[config.mk]
export PLATFORM = sky130hd
export DESIGN_NAME = imm_decode_ctrl
export DESIGN_NICKNAME = d
export VERILOG_FILES = /design/src/rtl/imm_decode_ctrl.sv
export SDC_FILE = /design/constraint.sdc
export NUM_CORES = 1
export LEC_CHECK = 0
export BUFFER_PORTS_ARGS = -buffer_cell sky130_fd_sc_hd__buf_4
export CORE_UTILIZATION = 51
export CTS_BUF_LIST = sky130_fd_sc_hd__clkbuf_2 sky130_fd_sc_hd__clkbuf_4 sky130_fd_sc_hd__clkbuf_8
export DETAILED_ROUTE_END_ITERATION = 8
export PLACE_DENSITY = 0.95
export SYNTH_ARGS = -nofsm -noshare
export SYNTH_HDL_FRONTEND = slang
export SYNTH_SLANG_ARGS = --single-unit
[constraint.sdc]
create_clock -name clk -period 4.1 [get_ports clk]
set_clock_uncertainty 0.2 [all_clocks]
set_input_delay 0 -clock clk [delete_from_list [all_inputs] [get_ports clk]]
set_output_delay 0 -clock clk [all_outputs]
set_load 0.02 [all_outputs]
[src/rtl/imm_decode_ctrl.sv]
// rtl/imm_decode_ctrl.sv - decode-path sequencer for the shared immediate extender
//
// Accepts one instruction per in_valid/in_ready transfer. It decodes opcode/funct3
// into an immediate-type select and drives the external combinational extender
// for one cycle. It then captures the extended value and holds it for downstream
// under out_valid/out_ready. Opcodes outside the decode table are flagged, and a
// saturating counter records them.
//
// Ports
//   clk, reset               clock; asynchronous active-high reset
//   in_valid/in_ready        instruction handshake
//   in_instr, in_tag         instruction word and sideband tag
//   ext_in, ext_src          to extender: instr[31:7] and type select
//   ext_out                  from extender: 32-bit extended immediate
//   out_valid/out_ready      result handshake
//   out_imm, out_src         captured immediate and the select used
//   out_illegal, out_tag     illegal-opcode flag and carried tag
//   illegal_cnt              saturating count of accepted illegal instructions
module imm_decode_ctrl #(
    parameter int TAG_W = 4,
    parameter int CNT_W = 8
) (
    input  logic             clk,
    input  logic             reset,
    input  logic             in_valid,
    output logic             in_ready,
    input  logic [31:0]      in_instr,
    input  logic [TAG_W-1:0] in_tag,
    output logic [24:0]      ext_in,
    output logic [2:0]       ext_src,
    input  logic [31:0]      ext_out,
    output logic             out_valid,
    input  logic             out_ready,
    output logic [31:0]      out_imm,
    output logic [2:0]       out_src,
    output logic             out_illegal,
    output logic [TAG_W-1:0] out_tag,
    output logic [CNT_W-1:0] illegal_cnt
);

    localparam logic [2:0] SRC_I     = 3'b000;
    localparam logic [2:0] SRC_S     = 3'b001;
    localparam logic [2:0] SRC_B     = 3'b010;
    localparam logic [2:0] SRC_U     = 3'b011;
    localparam logic [2:0] SRC_J     = 3'b100;
    localparam logic [2:0] SRC_SHIFT = 3'b101;
    localparam logic [2:0] SRC_NONE  = 3'b111;

    typedef enum logic [1:0] {
        IDLE = 2'd0,
        EXT  = 2'd1,
        HOLD = 2'd2
    } state_t;

    state_t             state_q, state_d;
    logic [31:0]        instr_q;
    logic [TAG_W-1:0]   tag_q;
    logic [2:0]         src_q;
    logic               illegal_q;
    logic [31:0]        imm_q;
    logic [CNT_W-1:0]   cnt_q;

    logic [2:0]         dec_src;
    logic               dec_illegal;
    logic               load;
    logic               capture;
    logic               ready_raw;

    // Opcode/funct3 decode of the word currently offered on the input.
    always_comb begin
        dec_src     = SRC_NONE;
        dec_illegal = 1'b0;
        unique case (in_instr[6:0])
            7'b0010011: begin
                if (in_instr[14:12] == 3'b001 || in_instr[14:12] == 3'b101) begin
                    dec_src = SRC_SHIFT;
                end else begin
                    dec_src = SRC_I;
                end
            end
            7'b0000011,
            7'b1100111: dec_src = SRC_I;
            7'b0100011: dec_src = SRC_S;
            7'b1100011: dec_src = SRC_B;
            7'b0110111,
            7'b0010111: dec_src = SRC_U;
            7'b1101111: dec_src = SRC_J;
            7'b0110011: dec_src = SRC_NONE;
            default: begin
                dec_src     = SRC_NONE;
                dec_illegal = 1'b1;
            end
        endcase
    end

    always_comb begin
        state_d   = state_q;
        load      = 1'b0;
        capture   = 1'b0;
        ready_raw = 1'b0;
        unique case (state_q)
            IDLE: begin
                ready_raw = 1'b1;
                if (in_valid) begin
                    load    = 1'b1;
                    state_d = EXT;
                end
            end
            EXT: begin
                capture = 1'b1;
                state_d = HOLD;
            end
            HOLD: begin
                // A new word can be taken in the same cycle the result drains.
                ready_raw = out_ready;
                if (out_ready) begin
                    if (in_valid) begin
                        load    = 1'b1;
                        state_d = EXT;
                    end else begin
                        state_d = IDLE;
                    end
                end
            end
            default: state_d = IDLE;
        endcase
    end

    always_ff @(posedge clk or posedge reset) begin
        if (reset) begin
            state_q   <= IDLE;
            instr_q   <= '0;
            tag_q     <= '0;
            src_q     <= '0;
            illegal_q <= 1'b0;
            imm_q     <= '0;
            cnt_q     <= '0;
        end else begin
            state_q <= state_d;
            if (load) begin
                instr_q   <= in_instr;
                tag_q     <= in_tag;
                src_q     <= dec_src;
                illegal_q <= dec_illegal;
            end
            if (capture) begin
                // No-immediate and illegal words both carry SRC_NONE and report zero.
                imm_q <= (src_q == SRC_NONE) ? 32'h0 : ext_out;
                if (illegal_q && (cnt_q != {CNT_W{1'b1}})) begin
                    cnt_q <= cnt_q + {{(CNT_W-1){1'b0}}, 1'b1};
                end
            end
        end
    end

    // Reset gates ready directly so it reads 0 while reset is held.
    assign in_ready    = ready_raw & ~reset;
    assign ext_in      = instr_q[31:7];
    assign ext_src     = src_q;
    assign out_valid   = (state_q == HOLD);
    assign out_imm     = imm_q;
    assign out_src     = src_q;
    assign out_illegal = illegal_q;
    assign out_tag     = tag_q;
    assign illegal_cnt = cnt_q;

endmodule
---- Word level (Yosys, flattened, before mapping) ----
Cells that the tools add are included.
word-level totals
  bits in registers ....................... 82
  bits of input ports ..................... 72
  output and inout bits ................... 78
  logic and storage cells ................. 48
cells by class
  add/sub/neg operators ................... 1
  equality and inequality tests ........... 17
  muxes and demuxes ....................... 13
  bitwise operators ....................... 2
  reduce and logical (&&, ||, !) cells .... 8
operator list
  operator             count
  $mux 32              1
  $eq 7x6->1 const B   3
  $eq 7x7->1 const B   3
  $pmux 3 s6           1
  $eq 7x5->1 const B   2
  $reduce_or 9->1      1
  $add 8x1->8 const B  1
  $ne 8x8->1 const B   1
  $eq 7x2->1 const B   1
  $eq 3x3->1 const B   2
  $pmux 2 s3           1
  $mux 1               5
  $mux 2               2
  $pmux 1 s2           2
  $reduce_and 2->1     2
  $reduce_or 2->1      2
  $eq 3x1->1 const B   1
  $mux 3               1
  $eq 2x1->1 const B   1
  $eq 2x2->1 const B   1
  $logic_not 2->1      1
  $ne 2x1->1 const B   1
  $ne 2x2->1 const B   1
  $and 1x1->1          1
  other kinds (3)      3

---- Logic depth before layout (Yosys ltp) ----
Gate-level depths: netlist (run 1).
  depth after elaboration ................. 4
  depth in mapped cells ................... 5
  mapped depth without buffers ............ 5

---- Worst setup path before layout (run 1) ----
No wires, ideal clock.
  kind .................................... register to register
  start ................................... reg cnt_q[0] (netlist: illegal_cnt[0])
  end ..................................... reg cnt_q[1] (netlist: illegal_cnt[1])
  setup time .............................. 0.125 ns
  arrival ................................. 1.667 ns
  required time ........................... 3.775 ns
  slack ................................... 2.108 ns
  stages on the path, launching flop included .. 6
  buffers on the path ..................... 0
  period minus slack after synthesis ...... 1.992 ns
  cells stage by stage .................... dfrtp_1 -> ha_1 -> and3_1 -> or3b_1 -> nand3_2 -> mux2_4
on the way
  word-level cells in the longest chain between the ends .. 3
  elaborated cells on any way between the ends .. 4
  those cells by class .................... add/sub: 1; eq/ne: 1; reduce/logical: 2
ends and longest elaborated chain
  what                                                 RTL line  source
  from (decl)                                          61        logic [CNT_W-1:0] cnt_q;
  from (signal assigned)                               150       cnt_q <= cnt_q + {{(CNT_W-1){1'b0}}, 1'b1};
  branches (longest 3 deep; another with $add 8x1->8)  n/a
Parallel ways; which one is timed is not known.
A chain may end at the register's enable or synchronous reset.

---- Worst setup path after layout (run 1) ----
  start ................................... in in_instr[2]
  end ..................................... reg src_q[0] (netlist: ext_src[0])
on the way
  word-level cells in the longest chain between the ends .. 3
  elaborated cells on any way between the ends .. 11
  those cells by class .................... eq/ne: 8; mux: 1; reduce/logical: 2
ends and longest elaborated chain
  what                                       RTL line  source
  from (decl)                                27        input logic [31:0] in_instr,
  $eq 7x6->1 (tied with other cells)         73        unique case (in_instr[6:0])
  $reduce_or 2->1, on equally long branches  n/a
  $pmux 3 s6 (*)                             73
  to (signal assigned)                       143       src_q <= dec_src;
  to (decl)                                  58        logic [2:0] src_q;
Mark *: on every way between the ends. The rest lies on a longest branch, timed or not.

==> qor.csv, run 1 <==
metric,value,unit
grt_max_degree,45,
drc,0,
cts_hold_buffers,76,
layout_worst_path_cycle_share,73.7,%
critPathMaxStageDelay,0.63,ns
power_leakage,2.46,nW
final_layout_size_suffix_gt1_share,40.0,%
synthesis.area_per_instance,13.9,µm²
critical_path.max_fanout,5,
dr_total_vias,2821,
number_of_antenna_violations_at_the_first_check_in_global_routing,0,
post-cts-setup-buffer-count,0,
dp.cells,428,
fin_util,90.9,%
routed_via_count_divided_by_cell_count,5.43,
routabilityCongestion,0.812,
max_clock_freq,0.331,GHz
tightestPinTransition,0.638,ns
detail-route-antenna-nets,0,
clock_tree.buffer_depth,2,
vias_in_the_first_global_route,3020,
hold-worst-slack,0.133,ns
relSlewSlack,57.4,%
post_synth_inst_count,218,
setup-tns-final,0,ns
total_die_area,6250,µm²
synth_seq_cells,75,
power_density,471,nW/µm²
gr-total-overflow,0,
synthFlopType,sky130_fd_sc_hd__dfrtp_1,
critPathCaptureType,flip-flop,
finish.instance_area,5100,µm²
clock_tree.root_cell,sky130_fd_sc_hd__clkbuf_8,
yosysMostFrequentCell,sky130_fd_sc_hd__dfrtp_1,
clk_transition_reported_paths,0.08,ns
crit_path_start_kind,input pin,
finalCriticalPeriod,3.02,ns
crit_type,input pin to flip-flop,
drt_first_iter_violations,183,
routed_wirelength,10200,µm
post_drt_wl_per_cell,19.7,µm
cts_repair_resize_count,0,
run_status,completed,
syn-cell-area,3030,µm²
dpl.hpwl,5430,µm
grt_pass1_wl,15800,µm
cp_slowest_cell,sky130_fd_sc_hd__dlygate4sd3_1,
htreeDepth,3,
place_ws,2.11,ns
initial_core_util,54.0,%
clock-sinks,75,
seq_area_frac_synth,62.0,%
syn_nets,291,
die-height,79.1,µm
synth_top_cells_by_area,"sky130_fd_sc_hd__dfrtp_1 (62%), sky130_fd_sc_hd__mux2_1 (11%), sky130_fd_sc_hd__a22o_1 (9.3%), sky130_fd_sc_hd__buf_4 (2.2%), sky130_fd_sc_hd__nor2_1 (1.1%)",
dpl-instance-area,4170,µm²
asr_flop_ratio_synth,100,%
rows,27,
drt_first_pass_iters,4,
number_of_synthesized_flops_with_an_enable_pin,0,
worst-endpoint-arrival,3.08,ns
worst_skew_pair.late_latency,0.34,ns
die_w,79.1,µm
io_pins,150,
critical_path_required,4.16,ns
synth_area_leader_cell,sky130_fd_sc_hd__dfrtp_1,
slew_viol_final,0,
crit_path_cell_trace,"dlygate4sd3_1, buf_4, nor3_1, dlygate4sd3_1, o21ai_0, dlygate4sd3_1, a21oi_1, dlygate4sd3_1",
fin_total_pwr,2.40,mW
globalRouteTotalUtil,34.1,%
nFillCells,222,
post_synth_num_cell_types,38,
hold_viol,0,
place.port_buffers,149,
placeableCoreArea,5610,µm²
timing.hold.worst.class,input pin to async pin,
max_cap_violations,0,
timing.final.setup_violations,0,
setup_repair_after_global_routing_missed_its_margin,false,
vdd.ir_drop.worst,0.000309,V
synth.top_cell.area_share,62.0,%
cts-buffers-inserted,9,
instances_no_fill,520,
worst_slack,1.08,ns
tritoncts,done,
antenna-diode-count,0,
nNetsFinal,516,
syn_to_final_growth,68.3,%
timing.critical_path.mode_cell,sky130_fd_sc_hd__dlygate4sd3_1,
synth_common_cells,"sky130_fd_sc_hd__dfrtp_1 (75), sky130_fd_sc_hd__a22o_1 (32), sky130_fd_sc_hd__mux2_1 (30), sky130_fd_sc_hd__buf_4 (9), sky130_fd_sc_hd__nor2_1 (9)",
yosys_warnings,0,
## cell families (layout without fill, tap and decap cells)
kind of cell             count (synthesis)  count (layout)  synth area share, %
XOR/XNOR                                 3               3                0.868
adder cells (fa/ha/maj)                  1               1                0.413
buffers and inverters                   19             249                 3.51
flip-flops                              75              75                 62.0
multiplexers                            31              31                 11.7
AND/OR/NAND/NOR                         40              40                 8.39
AO/OA/AOI/OAI                           49              49                 13.2
## layer usage
metal	vias to the layer above	global-route usage [%]	wire, µm
li1	1244	-	-
met1	1400	37.0	3680
met2	147	61.8	5620
met3	30	7.59	583
met4	0	17.8	346
met5	-	0	0
## power breakdown
part / total, mW / switching, mW / internal (mW)
registers: 1.03 / 0.128 / 0.898
clock network: 0.498 / 0.277 / 0.222
logic: 0.876 / 0.455 / 0.421
total: 2.40 / 0.860 / 1.54
## critical path: cells and delay by family
family	cells	cell delay (ns)
compound gates	2	0.34
simple gates	1	0.18
buf+inv	5	2.55
## state kept, by name, summed over array words and instances, names as in the netlist
name,flops
ext_src,3
illegal_cnt,8
instr_q,25
out_illegal,1
out_imm,32
out_tag,4
state_q,2
## cell usage in the layout (no fill, tap or decap), types with 2 or more instances in the layout
cell	n
sky130_fd_sc_hd__a22o_1	32
sky130_fd_sc_hd__a21oi_1	6
sky130_fd_sc_hd__mux2_1	30
sky130_fd_sc_hd__buf_4	152
sky130_fd_sc_hd__inv_1	4
sky130_fd_sc_hd__nand4_1	2
sky130_fd_sc_hd__nand3_2	2
sky130_fd_sc_hd__nand2b_1	2
sky130_fd_sc_hd__dfrtp_1	75
sky130_fd_sc_hd__nor3_1	4
sky130_fd_sc_hd__clkinv_2	5
sky130_fd_sc_hd__dlygate4sd3_1	76
sky130_fd_sc_hd__nor2b_1	3
sky130_fd_sc_hd__and2b_2	2
sky130_fd_sc_hd__a41oi_1	2
sky130_fd_sc_hd__xnor2_1	3
sky130_fd_sc_hd__nand2_1	3
sky130_fd_sc_hd__nor2_1	9
sky130_fd_sc_hd__nand3_1	3
sky130_fd_sc_hd__clkbuf_8	9
sky130_fd_sc_hd__o21ai_0	3
## final cells by class
cell class / instances / area [µm²] / share of cell area (%)
clock buffers: 10 / 131 / 2.58
clock inverters: 6 / 32.5 / 0.638
inverters: 5 / 18.8 / 0.368
multi-input cells: 124 / 1040 / 20.5
flip-flops and latches: 75 / 1880 / 36.8
well taps: 72 / 90.1 / 1.77
repair buffers: 228 / 1900 / 37.3
## worst paths after layout
| kind | cells past startpoint | start | endpoint | slack, ns |
|---|---|---|---|---|
| hold / removal | 3 | reset | out_imm[15] | 0.13 |
| max in group asynchronous | 4 | reset | state_q[0] | 2.57 |
| setup reg to reg | 5 | state_q[1] | ext_src[0] | 1.65 |
| hold reg to reg | 1 | instr_q[12] | instr_q[12] | 0.30 |
| min in group clk | 3 | ext_out[8] | out_imm[8] | 0.23 |
| setup / recovery | 8 | in_instr[2] | ext_src[0] | 1.08 |
Power figures use the tool's default switching activity.
==> run 2: changes to the inputs <==
- CORE_UTILIZATION: 51 -> 43
- PLACE_DENSITY: 0.95 -> 0.86
- clock period: 4.1 -> 2.55 ns (I/O delays scaled with it)
==> run 2 against run 1 <==
Critical path depth down 1. First-iteration DRC count is 56% lower. Wire length fell by 17%. Power up 58%. Core utilization down 15 points. Die area rose by 18%. Worst hold slack worse by 0.10 ns. Largest cell class unchanged. Clock power increased by 61%. Final area grew 0.59%. Register-to-register slack got worse by 1.4 ns. Global-route usage shrank 10 points. Setup slack got worse by 0.86 ns. Highest routed layer unchanged.
==> qor.csv, run 2 (synthesized netlist as in run 1, its figures left out) <==
metric,value,unit,change
dpl.hpwl,5330,µm,was 5430 µm
dp.cells,453,,was 428
io_pins,150,,unchanged
max_cap_violations,0,,unchanged
reg2reg_depth,5,,unchanged
crit_path_start_kind,input pin,,unchanged
cts_repair_resize_count,0,,unchanged
finalCriticalPeriod,2.34,ns,
power_leakage,2.45,nW,was 2.46 nW
hold_viol,0,,unchanged
placeableCoreArea,6790,µm²,was 5610 µm²
grt_pass1_wl,13300,µm,"was 15,800 µm"
clock_tree.root_cell,sky130_fd_sc_hd__clkbuf_8,,unchanged
globalRouteTotalUtil,23.6,%,was 34.1%
routabilityCongestion,0.882,,was 0.812
setup_repair_after_global_routing_missed_its_margin,false,,unchanged
vdd.ir_drop.worst,0.000448,V,was 0.000309 V
critical_path.reg2reg.endpoint,ext_src[2],,was ext_src[0]
dr_total_vias,2624,,"was 2,821"
grt_max_degree,53,,was 45
gr-total-overflow,0,,unchanged
fin_total_pwr,3.79,mW,was 2.40 mW
vias_in_the_first_global_route,2812,,"was 3,020"
routed_wirelength,8450,µm,"was 10,200 µm"
place.port_buffers,149,,unchanged
slew_viol_final,0,,unchanged
detail-route-antenna-nets,0,,unchanged
finish.instance_area,5130,µm²,was 5100 µm²
top_library_cells_by_usage_in_the_layout_fill_and_taps_aside,"sky130_fd_sc_hd__buf_4 (153), sky130_fd_sc_hd__dfrtp_1 (75), sky130_fd_sc_hd__dlygate4sd3_1 (74), sky130_fd_sc_hd__a22o_1 (32), sky130_fd_sc_hd__mux2_1 (30)",,"was sky130_fd_sc_hd__buf_4 (152), sky130_fd_sc_hd__dlygate4sd3_1 (76), sky130_fd_sc_hd__dfrtp_1 (75), sky130_fd_sc_hd__a22o_1 (32), sky130_fd_sc_hd__mux2_1 (30)"
critical_path_required,2.57,ns,was 4.16 ns
htreeDepth,3,,unchanged
power_density,740,nW/µm²,was 471 nW/µm²
dpl-instance-area,4210,µm²,was 4170 µm²
worst_slack,0.214,ns,was 1.08 ns
relSlewSlack,41.2,%,was 57.4%
timing.final.setup_violations,0,,unchanged
cts_hold_buffers,74,,was 76
r2r_start,state_q[1],,unchanged
clock_tree.buffer_depth,2,,unchanged
crit_type,input pin to flip-flop,,unchanged
max_clock_freq,0.428,GHz,
post-cts-setup-buffer-count,0,,unchanged
number_of_antenna_violations_at_the_first_check_in_global_routing,0,,unchanged
die_w,85.9,µm,was 79.1 µm
die-height,85.9,µm,was 79.1 µm
run_status,completed,,unchanged
drt_first_pass_iters,5,,was 4
timing.hold.worst.class,input pin to flip-flop,,was input pin to async pin
worst_skew_pair.late_latency,0.33,ns,was 0.34 ns
instances_no_fill,544,,was 520
drt_first_iter_violations,81,,was 183
final_layout_size_suffix_gt1_share,40.3,%,was 40.0%
clk_transition_reported_paths,0.08,ns,about the same
tightestPinTransition,0.882,ns,was 0.638 ns
initial_core_util,44.6,%,was 54.0%
total_die_area,7380,µm²,was 6250 µm²
syn_to_final_growth,69.3,%,was 68.3%
worst-endpoint-arrival,2.36,ns,was 3.08 ns
nFillCells,433,,was 222
rows,30,,was 27
critical_path.startpoint,in_instr[0],,was in_instr[2]
setup-tns-final,0,ns,unchanged
tritoncts,done,,unchanged
crit_path_end,ext_src[1],,was ext_src[0]
most_common_library_cell_in_the_layout_ignoring_fill_and_taps,sky130_fd_sc_hd__buf_4,,unchanged
critical_path.max_fanout,2,,was 5
routed_via_count_divided_by_cell_count,4.82,,was 5.43
place_ws,0.581,ns,was 2.11 ns
layout_worst_path_cycle_share,91.6,%,
clock-sinks,75,,unchanged
critPathCaptureType,flip-flop,,unchanged
cts-buffers-inserted,9,,unchanged
drc,0,,unchanged
worst-r2r-setup-slack,0.25,ns,was 1.65 ns
nNetsFinal,515,,was 516
largest_register_ffs,32,,unchanged
post_drt_wl_per_cell,15.5,µm,was 19.7 µm
[run 2: changes by cell type in the layout (fill, tap and decap cells not counted)]
cell,before,now
sky130_fd_sc_hd__clkinv_2,5,3
sky130_fd_sc_hd__clkinvlp_4,1,3
sky130_fd_sc_hd__dlygate4sd3_1,76,74
sky130_fd_sc_hd__buf_4,152,153
sky130_fd_sc_hd__diode_2,0,1
sky130_fd_sc_hd__inv_2,1,0
sky130_fd_sc_hd__inv_6,0,1
[run 2: layer usage]
metal | wire, µm | GRT usage (%) | up-vias
met2 | 4570 | 43.2 | 108
met4 | 199 | 9.55 | 0
met1 | 3210 | 27.0 | 1246
li1 | - | - | 1251
met5 | 0 | 0 | -
met3 | 472 | 4.72 | 19
[run 2: how the worst min path moves through the flow]
stage	startpoint	end	slack, ns	cells past startpoint
floorplan	reset	in_ready	-0.12	1
global placement	out_ready	state_q[1]	-0.0009	2
CTS	in_instr[4]	out_illegal	0.01	4
global route	in_instr[4]	out_illegal	0.12	4
finish	in_instr[4]	out_illegal	0.03	4
detailed placement	out_ready	state_q[1]	0.002	2
[run 2: power by group]
part	switching, mW	total, mW	internal (mW)
registers	0.181	1.62	1.44
clock network	0.436	0.800	0.364
logic	0.695	1.37	0.674
total	1.31	3.79	2.48
[run 2: area by class of cell]
type / instances / area (µm²) / share of cell area, %
flip-flops and latches: 75 / 1880 / 36.6
clock buffers: 10 / 131 / 2.56
well taps: 96 / 120 / 2.34
inverters: 5 / 20.0 / 0.391
clock inverters: 6 / 41.3 / 0.805
multi-input cells: 124 / 1040 / 20.4
repair buffers: 227 / 1890 / 36.9
diodes: 1 / 2.50 / 0.0488
[run 2: worst max-delay path, cell delays in order]
cell                            delay [ns]
sky130_fd_sc_hd__dlygate4sd3_1        0.52
sky130_fd_sc_hd__buf_4                0.10
sky130_fd_sc_hd__nand2_1              0.05
sky130_fd_sc_hd__dlygate4sd3_1        0.59
sky130_fd_sc_hd__a2111oi_2            0.42
sky130_fd_sc_hd__a21oi_1              0.11
sky130_fd_sc_hd__dlygate4sd3_1        0.57
[run 2: per-stage QoR]
step	utilization, %	hold slack (ns)
finish	75.5	0.0308
global placement	62.0	-0.000859
CTS	75.4	0.0116
floorplan	-	-0.117
detailed placement	62.0	0.00231
global route	75.4	0.121
